[src/rtl/dw03_ctr_pkg.sv]
// Purpose: shared constants and helpers for the dw03 counter/decoder slice.
// Latency: n/a (package only).
// Backpressure: n/a (package only).
package dw03_ctr_pkg;

  // Count direction encodings for count_up_dwn
  localparam logic CNT_UP = 1'b1;
  localparam logic CNT_DN = 1'b0;

  // Width of the one-hot decode for a WIDTH-bit binary value
  function automatic int dec_w(input int width);
    return 1 << width;
  endfunction

endpackage

[src/rtl/dw03_bin2onehot.sv]
// Purpose: binary to one-hot decoder, bit[bin] of onehot is set.
// Latency: purely combinational, zero cycles.
// Backpressure: none; output follows input continuously.
module dw03_bin2onehot
  import dw03_ctr_pkg::*;
#(
  parameter int WIDTH = 4
) (
  input  logic [WIDTH-1:0]        bin,
  output logic [dec_w(WIDTH)-1:0] onehot
);

  // Clear all bits, then set the one selected by bin
  always_comb begin
    onehot      = '0;
    onehot[bin] = 1'b1;
  end

endmodule

[src/rtl/dw03_bictr_decode_mod.sv]
// Purpose: up/down counter with programmable limit, wrap/saturate, range-checked preset, one-hot decode.
// Latency: count and flags update one cycle after the controlling inputs; carry_out is combinational.
// Backpressure: none; cen gates counting and load overrides everything.
module dw03_bictr_decode_mod
  import dw03_ctr_pkg::*;
#(
  parameter int WIDTH   = 4,
  parameter int DEC_REG = 1
) (
  input  logic                    clk,
  input  logic                    rst_n,
  input  logic                    load,
  input  logic [WIDTH-1:0]        data_preset,
  input  logic                    cen,
  input  logic                    count_up_dwn,
  input  logic                    sat_mode,
  input  logic [WIDTH-1:0]        max_val,
  output logic [WIDTH-1:0]        count,
  output logic [dec_w(WIDTH)-1:0] count_dec,
  output logic                    carry_out,
  output logic                    wrap_pulse,
  output logic                    preset_err
);

  localparam int DEC_W = dec_w(WIDTH);

  logic [WIDTH-1:0] next_count;
  logic             wrap_nxt;
  logic             err_nxt;
  logic             up;

  assign up = (count_up_dwn == CNT_UP);

  // Next-state count: load first, then up/down step with wrap or saturate at the limits.
  // A count left above a shrunken max_val is pulled back only by an up step or a load.
  always_comb begin
    next_count = count;
    wrap_nxt   = 1'b0;
    err_nxt    = 1'b0;
    if (load) begin
      if (data_preset > max_val) begin
        next_count = max_val;
        err_nxt    = 1'b1;
      end else begin
        next_count = data_preset;
      end
    end else if (cen) begin
      if (up) begin
        if (count < max_val) begin
          next_count = count + WIDTH'(1);
        end else if (sat_mode) begin
          next_count = max_val;
        end else begin
          next_count = '0;
          wrap_nxt   = 1'b1;
        end
      end else begin
        if (count != '0) begin
          next_count = count - WIDTH'(1);
        end else if (sat_mode) begin
          next_count = '0;
        end else begin
          next_count = max_val;
          wrap_nxt   = 1'b1;
        end
      end
    end
  end

  // Terminal-count flag marks reaching a limit, independent of wrap vs saturate
  assign carry_out = cen & ~load & (up ? (count >= max_val) : (count == '0));

  // Count register and single-cycle status pulses
  always_ff @(posedge clk or negedge rst_n) begin
    if (!rst_n) begin
      count      <= '0;
      wrap_pulse <= 1'b0;
      preset_err <= 1'b0;
    end else begin
      count      <= next_count;
      wrap_pulse <= wrap_nxt;
      preset_err <= err_nxt;
    end
  end

  if (DEC_REG != 0) begin : g_dec_reg
    logic [DEC_W-1:0] next_dec;

    dw03_bin2onehot #(.WIDTH(WIDTH)) u_dec (
      .bin    (next_count),
      .onehot (next_dec)
    );

    // Register the decode of next_count so it lines up with count in the same cycle
    always_ff @(posedge clk or negedge rst_n) begin
      if (!rst_n) begin
        count_dec <= DEC_W'(1);
      end else begin
        count_dec <= next_dec;
      end
    end
  end else begin : g_dec_comb
    dw03_bin2onehot #(.WIDTH(WIDTH)) u_dec (
      .bin    (count),
      .onehot (count_dec)
    );
  end

endmodule

[config.mk]
export PLATFORM = sky130hd
export DESIGN_NAME = dw03_bictr_decode_mod
export DESIGN_NICKNAME = d
export VERILOG_FILES = /design/src/rtl/dw03_ctr_pkg.sv /design/src/rtl/dw03_bin2onehot.sv /design/src/rtl/dw03_bictr_decode_mod.sv
export SDC_FILE = /design/constraint.sdc
export NUM_CORES = 1
export LEC_CHECK = 0
export ABC_AREA = 0
export CAP_MARGIN = 20
export CORE_MARGIN = 4
export CORE_UTILIZATION = 46
export DETAILED_ROUTE_END_ITERATION = 12
export GPL_TIMING_DRIVEN = 0
export PLACE_DENSITY = 0.76
export REMOVE_ABC_BUFFERS = 1
export SYNTH_ARGS = -nofsm -noshare
export SYNTH_HDL_FRONTEND = slang
export SYNTH_HIERARCHICAL = 1
export SYNTH_SLANG_ARGS = --single-unit
[constraint.sdc]
create_clock -name clk -period 3.1 [get_ports clk]
set_clock_uncertainty 0.1 [all_clocks]
set_input_delay 0.775 -clock clk [delete_from_list [all_inputs] [get_ports clk]]
set_output_delay 0.775 -clock clk [all_outputs]
set_load 0.02 [all_outputs]
==> key figures, run 1 <==
Clock tree
  • Clock latency of the later-clocked register in the worst-skew pair: 0.31 ns
  • Root buf cell: sky130_fd_sc_hd__clkbuf_4
  • Clock tree from TritonCTS: done
  • CTS H-Tree Depth: 1
  • Clock sink count: 22
  • Clock slew seen by the registers of the worst setup and hold paths: 0.12 ns
  • Bufs on Longest Clock Path: 2
  • CTS Buf Count: 3

Setup path
  • R2r setup slk: 0.24 ns
  • Type of the worst setup path: primary input to flop
  • Endpoint class of the critical path: flop
  • Maximum fanout along the worst path: 17
  • Cell depth of the worst flop-to-flop path: 7
  • Critical path startpoint: count_up_dwn
  • Worst R2R Start: count[0]
  • Arrival time of the worst setup path: between 3 and 4 ns
  • Critical path data required time: 3.22 ns
  • Startpoint class of the critical path: primary input
  • R2R Path End: count_dec[1]

Status
  • Status: completed

Worst hold path
  • Min-Delay Path Depth: 3
  • Worst hold path startpoint: count[2]
  • End point of the worst hold path: wrap_pulse
  • Kind of path behind the tightest hold check: flop to flop

Global route
  • Antenna violations before repair: 0
  • Vias in the first global route: 1269
  • Global-route wire length before repair: 5.906 mm
  • Total global routing track utilization: 0.1813
  • Pin count of the biggest net entering global routing: 23
  • Gr ovfl total: 0

Synth
  • Number of warnings issued by yosys: 6
  • Most area-hungry cell type in the Yosys netlist: sky130_fd_sc_hd__dfrtp_1
  • Post-synth ARST share: 1.000
  • Post-synthesis sequential area ratio: 0.3815
  • Top post-synthesis cells by area: sky130_fd_sc_hd__dfrtp_1 36%, sky130_fd_sc_hd__ha_1 8.7%, sky130_fd_sc_hd__nor4b_2 5.2%
  • Netlist cell types: 48
  • Cells after Synth: about 130
  • Flip-flop cell with the highest count after synthesis: sky130_fd_sc_hd__dfrtp_1
  • Share of Yosys cell area claimed by the top area cell type: 0.3633
  • Avg Synthesized Cell Area: 10.96 µm²
  • Post-synthesis instance area: 1446 µm²
  • Number of enable-type register cells in the synthesized netlist: 0
  • Post-synthesis sequential element count: 22
  • Top-count cell post-synth: sky130_fd_sc_hd__dfrtp_1
  • Commonest cells in the synthesized netlist: 21 x sky130_fd_sc_hd__dfrtp_1, 10 x sky130_fd_sc_hd__ha_1, 10 x sky130_fd_sc_hd__inv_1, 6 x sky130_fd_sc_hd__nand2_1

Drt
  • Via/cell ratio: 5.635
  • Iteration-0 DRC count of the detailed router: 66
  • DRC violation count after routing: 0
  • Final WL: 3.499 mm
  • Routed Antenna Nets: 0
  • Average routed wire per standard cell: 15.98 µm
  • First-pass iteration count of the detailed router: 4
  • Total number of vias: 1234

Pwr
  • Cell area power density: between 400 and 500 nW/µm²
  • P_sw: 338.1 µW
  • VDD IR max: 320.1 µV
  • Internal Power: 612.2 µW
  • Share of total power in the clock network: 0.164
  • Sw Share: 0.3558
  • Fraction of power consumed by combinational cells: 0.466
  • Pleak: 0.8829 nW
  • Sequential Power Share: 0.371

Cells and area
  • Area grow syn2layout: 36.68%
  • Share of cells above drive strength 1: 0.2400
  • Area used by multi-input combinational logic: 859.6 µm²
  • Antenna cells: 0
  • Final layout net count: 200
  • Number of fill cells in the layout: 232
  • Sequential cell area: between 500 and 600 µm²
  • Fin util: 0.6529

Place
  • Gpl congestion: 0.8740
  • Dpl ws: -1.026 ns
  • I/O Buffers: 36
  • HPWL after DPL: 2.461 mm

STA
  • Setup repair after global routing missed its margin: yes
  • Share of the cycle needed by the critical path after routing: 0.9706
  • Final-report setup violation count: 0
  • Final hold viol count: 0
  • Worst slew slack as a fraction of its limit: 0.3707
  • Final critical delay including setup and external delays: 3.009 ns
  • Final critical-path setup slack: 0.09118 ns
  • Maximum clock rate: 0.3324 GHz
  • Final sum of negative setup slack: 0 ns
  • Max Transition Viols Final: 0
  • Smallest hold slack: 0.8061 ns
  • Slew of the pin with the lowest slew margin: 0.9410 ns

Die
  • I/O pins: 37
  • Initial core utilization: 0.4777
  • Floorplan die width: 64.08 µm
  • Height of the die: between 60 and 70 µm
  • Area enclosed by the die boundary: 4106 µm²
  • Number of cell rows: 20
  • Std-Cell Core Area: 3028 µm²

Flow run
  • Maximum Capacitance Violations: 0
==> power groups by stage <==
| stage | Combinational [mW] | Clock (mW) | Sequential (mW) |
|---|---|---|---|
| 5_1_grt | 0.482 | 0.174 | 0.357 |
| 2_1_floorplan | 0.184 | 0 | 0.386 |
| 6_report | 0.442 | 0.156 | 0.352 |
| 3_5_place_dp | 0.367 | 0 | 0.354 |
| 4_1_cts | 0.428 | 0.157 | 0.350 |
| 3_3_place_gp | 0.351 | 0 | 0.353 |
==> worst max-delay path by stage <==
stage / to / slack, ns
floorplan: count_dec[2] / -0.16
global placement: count_dec[2] / -1.28
detailed placement: count_dec[4] / -1.03
CTS: carry_out / 0.006
global route: count_dec[2] / -0.03
finish: count_dec[1] / 0.09
==> placed cells by master, fill, tap and decap left out, drive strengths merged, types with 2 or more instances in the layout <==
| cell type | count |
|---|---|
| and3 | 2 |
| and4bb | 6 |
| mux2 | 2 |
| clkdlybuf4s50 | 31 |
| inv | 10 |
| o21ai | 5 |
| nand4 | 2 |
| nor4 | 3 |
| ha | 10 |
| mux2i | 5 |
| clkbuf | 6 |
| and4b | 4 |
| a221oi | 2 |
| buf | 13 |
| nor2 | 5 |
| nor3 | 5 |
| nor2b | 2 |
| a21oi | 5 |
| nand2 | 6 |
| dfrtp | 21 |
| nand2b | 4 |
| nor4b | 5 |
==> cells by family after synthesis <==
group / count (synthesis) / share of synthesized area
multiplexers: 7 / 0.05277
AND/OR/NAND/NOR: 49 / 0.2656
adder cells (fa/ha/maj): 10 / 0.08651
AO/OA/AOI/OAI: 24 / 0.1203
flip-flops: 22 / 0.3815
XOR/XNOR: 2 / 0.01211
buffers and inverters: 18 / 0.08132
==> layout make-up <==
type	count	area share
Multi-Input combinational cell	92	0.4348
Sequential cell	22	0.2791
Timing Repair Buffer	47	0.2209
Tap cell	44	0.02785
Inverter	10	0.01899
Clock buffer	4	0.01835
==> per-stage QoR <==
step / instances / total power, mW / cell area, µm²
after floorplan: 124 / 0.5700 / 1366
after global placement: 204 / 0.7041 / 1782
after detailed placement: 205 / 0.7212 / 1797
after CTS: 218 / 0.9346 / 1946
after global routing: 219 / 1.013 / 1977
final: 219 / 0.9503 / 1977
==> critical path: stages <==
cell	delay, ns
sky130_fd_sc_hd__clkdlybuf4s50_1	0.65
sky130_fd_sc_hd__nand2b_1	0.25
sky130_fd_sc_hd__nor3_1	0.08
sky130_fd_sc_hd__a2111oi_1	0.70
sky130_fd_sc_hd__o32ai_4	0.32
sky130_fd_sc_hd__nor4b_2	0.33
==> registers in the layout, summed over array words and instances, names as in the netlist <==
signal,flops
wrap_pulse,1
preset_err,1
count_dec,16
count,4
==> per-layer routing <==
metal / global-route usage / vias to the layer above / part of all wire
met5: 0 / - / 0
met4: 0.05121 / 0 / 0.011
met3: 0.06151 / 5 / 0.095
met2: 0.2968 / 45 / 0.48
met1: 0.2258 / 601 / 0.42
li1: - / 583 / -
==> repair_timing <==
item | 4_1_cts | 5_1_grt
setup endpoints to repair | 19 | 16
setup buffers | 9 | 1
gates resized for setup | 18 | 11
pin swaps | 5 | 4
hold buffers | 0 | 0
Note: power is estimated with default switching activity, not from simulation.
==> inputs of run 2 (changes only) <==
--- a/config.mk
+++ b/config.mk
@@ -11,6 +11,7 @@
 export CORE_UTILIZATION = 46
 export DETAILED_ROUTE_END_ITERATION = 12
 export GPL_TIMING_DRIVEN = 0
+export HOLD_SLACK_MARGIN = 0.1
 export PLACE_DENSITY = 0.76
 export REMOVE_ABC_BUFFERS = 1
 export SYNTH_ARGS = -nofsm -noshare
==> results of run 2 <==
The final DEF is identical to that of run 1; final timing and power are the same.
==> inputs of run 3 (changes only) <==
--- a/config.mk
+++ b/config.mk
@@ -7,12 +7,12 @@
 export LEC_CHECK = 0
 export ABC_AREA = 0
 export CAP_MARGIN = 20
-export CORE_MARGIN = 4
-export CORE_UTILIZATION = 46
+export CORE_MARGIN = 2
+export CORE_UTILIZATION = 45
 export DETAILED_ROUTE_END_ITERATION = 12
 export GPL_TIMING_DRIVEN = 0
 export HOLD_SLACK_MARGIN = 0.1
-export PLACE_DENSITY = 0.76
+export PLACE_DENSITY = 0.74
 export REMOVE_ABC_BUFFERS = 1
 export SYNTH_ARGS = -nofsm -noshare
 export SYNTH_HDL_FRONTEND = slang
==> run 3 against run 2 <==
Effect of this change:
- the run now ends with setup timing left
- cell count grew 3.2%
- global-route usage is 2.7 points higher
- highest routed layer is now met3
- maximum frequency shrank 3.6%
- largest power group unchanged
==> key figures, run 3 (synthesized netlist as in run 1, its figures left out) <==
Drt
  • Routed Antenna Nets: 0
  • DRC violation count after routing: 0
  • Final WL: 4.030 mm
  • Total number of vias: around 1300
  • Average routed wire per standard cell: 17.83 µm
  • First-pass iteration count of the detailed router: 4
  • Via/cell ratio: 5.938
  • Iteration-0 DRC count of the detailed router: slightly above 90

Cells and area
  • Final layout net count: approximately 210
  • Leading cell type in the layout, fill and taps excluded: sky130_fd_sc_hd__clkdlybuf4s50_1
  • Share of cells above drive strength 1: 0.2747
  • Antenna cells: 0
  • Most frequent cells in the layout: 31 x sky130_fd_sc_hd__clkdlybuf4s50_1, 21 x sky130_fd_sc_hd__dfrtp_1, 14 x sky130_fd_sc_hd__buf_4
  • Area grow syn2layout: 42.91%
  • Register bank with the most flops: count_dec
  • Sequential cell area: 551.8 µm²
  • Number of fill cells in the layout: 265
  • Non-filler instance count after layout: ~230
  • Largest registers: count_dec (16), count (4)
  • Area used by multi-input combinational logic: 922.1 µm²
  • Max reg flops: 16
  • Fin util: 0.6770

Setup path
  • Endpoint class of the critical path: output pin
  • Maximum fanout along the worst path: 4
  • Type of the worst setup path: primary input to output pin
  • Startpoint class of the critical path: primary input
  • Critical path data required time: 2.22 ns
  • Arrival time of the worst setup path: around 2.3 ns

STA
  • Smallest hold slack: between 0.8 and 0.9 ns
  • Worst slew slack as a fraction of its limit: 0.3830
  • Share of the cycle needed by the critical path after routing: 1.007
  • Slew of the pin with the lowest slew margin: 0.9225 ns
  • Final hold viol count: 0
  • Final-report setup violation count: 1
  • Final critical-path setup slack: -0.02202 ns
  • Setup repair after global routing missed its margin: yes
  • Maximum clock rate: around 0.32 GHz
  • Max Transition Viols Final: 0
  • Final critical delay including setup and external delays: around 3.1 ns

Clock tree
  • Clock slew seen by the registers of the worst setup and hold paths: between 0.1 and 0.15 ns
  • Bufs on Longest Clock Path: 2
  • Clock sink count: 22
  • CTS H-Tree Depth: 1
  • Hold buffer count at CTS: 0
  • Clock tree from TritonCTS: done
  • Clock latency of the later-clocked register in the worst-skew pair: 0.30 ns
  • Root buf cell: sky130_fd_sc_hd__clkbuf_4
  • CTS Buf Count: 3

Status
  • Status: finished, violations left
  • Failing checks: setup timing

Die
  • Initial core utilization: 0.4738
  • I/O pins: 37
  • Height of the die: 60.70 µm
  • Area enclosed by the die boundary: 3684 µm²
  • Floorplan die width: 60.70 µm
  • Std-Cell Core Area: approximately 3100 µm²
  • Number of cell rows: 20

Place
  • HPWL after DPL: 2.414 mm
  • I/O Buffers: 36
  • Number of placed instances with taps included: 205
  • Gpl congestion: a little under 1

Global route
  • Vias in the first global route: 1248
  • Pin count of the biggest net entering global routing: 23
  • Total global routing track utilization: 0.2082
  • Gr ovfl total: 0
  • Antenna violations before repair: 0
  • Global-route wire length before repair: 5.809 mm

Flow run
  • Maximum Capacitance Violations: 0

Pwr
  • VDD IR max: 335.9 µV
  • Post-layout power: 1000 µW
  • Pleak: 0.9183 nW
  • Cell area power density: between 400 and 500 nW/µm²

Worst hold path
  • Kind of path behind the tightest hold check: flop to flop
-- run 3: what timing repair did --
action                                 4_1_cts  5_1_grt
resized for setup                           18       17
cloned                                       0        3
pin swaps                                    5        8
endpoints found under the hold margin        0        0
setup endpoints to repair                   19       17
setup buffers                                8        6
-- run 3: stage by stage --
stage / TNS (ns) / worst slack [ns] / area, µm²
3_5_place_dp: -17.11 / -1.041 / 1797
2_1_floorplan: -1.455 / -0.1582 / 1366
4_1_cts: 0 / 0.006326 / 1938
3_3_place_gp: -22.39 / -1.272 / 1782
6_report: -0.02202 / -0.02202 / 2067
5_1_grt: -0.03553 / -0.03553 / 2067
-- run 3: metal layers --
layer,vias up,track usage,wire (µm)
li1,611,-,-
met1,677,0.2767,1739
met3,0,0.04051,238
met5,-,0,0
met4,0,0.04348,0
met2,54,0.3548,2052
-- run 3: critical path: stages --
cell	delay, ns
sky130_fd_sc_hd__dlygate4sd2_1	0.21
sky130_fd_sc_hd__inv_2	0.07
sky130_fd_sc_hd__ha_4	0.28
sky130_fd_sc_hd__nand2b_4	0.06
sky130_fd_sc_hd__a21oi_4	0.16
sky130_fd_sc_hd__or2_4	0.14
sky130_fd_sc_hd__nor2_1	0.04
sky130_fd_sc_hd__nor4_1	0.27
sky130_fd_sc_hd__buf_2	0.23
-- run 3: cell type report --
type | count | share of cell area
multi-input cells | 95 | 0.4461
flip-flops and latches | 22 | 0.2669
inverters | 10 | 0.01816
clock buffers | 4 | 0.01755
repair buffers | 51 | 0.2246
well taps | 44 | 0.02663
-- run 3: path summary, 6_finish.rpt --
path,start,to,slack [ns],cells past startpoint
worst min register to register,count[2],wrap_pulse,0.83,3
max in group asynchronous,rst_n,count_dec[9],1.46,1
worst min-delay path,count[2],wrap_pulse,0.83,3
worst max register to register,count[0],count_dec[1],0.14,7
worst max-delay path,max_val[1],carry_out,-0.02,9
min in group asynchronous,rst_n,count_dec[5],0.88,1
-- run 3: power breakdown --
part           internal [mW]  switching (mW)  total (mW)
clock network         0.0716          0.0807       0.152
registers              0.317          0.0357       0.353
logic                  0.242           0.252       0.495
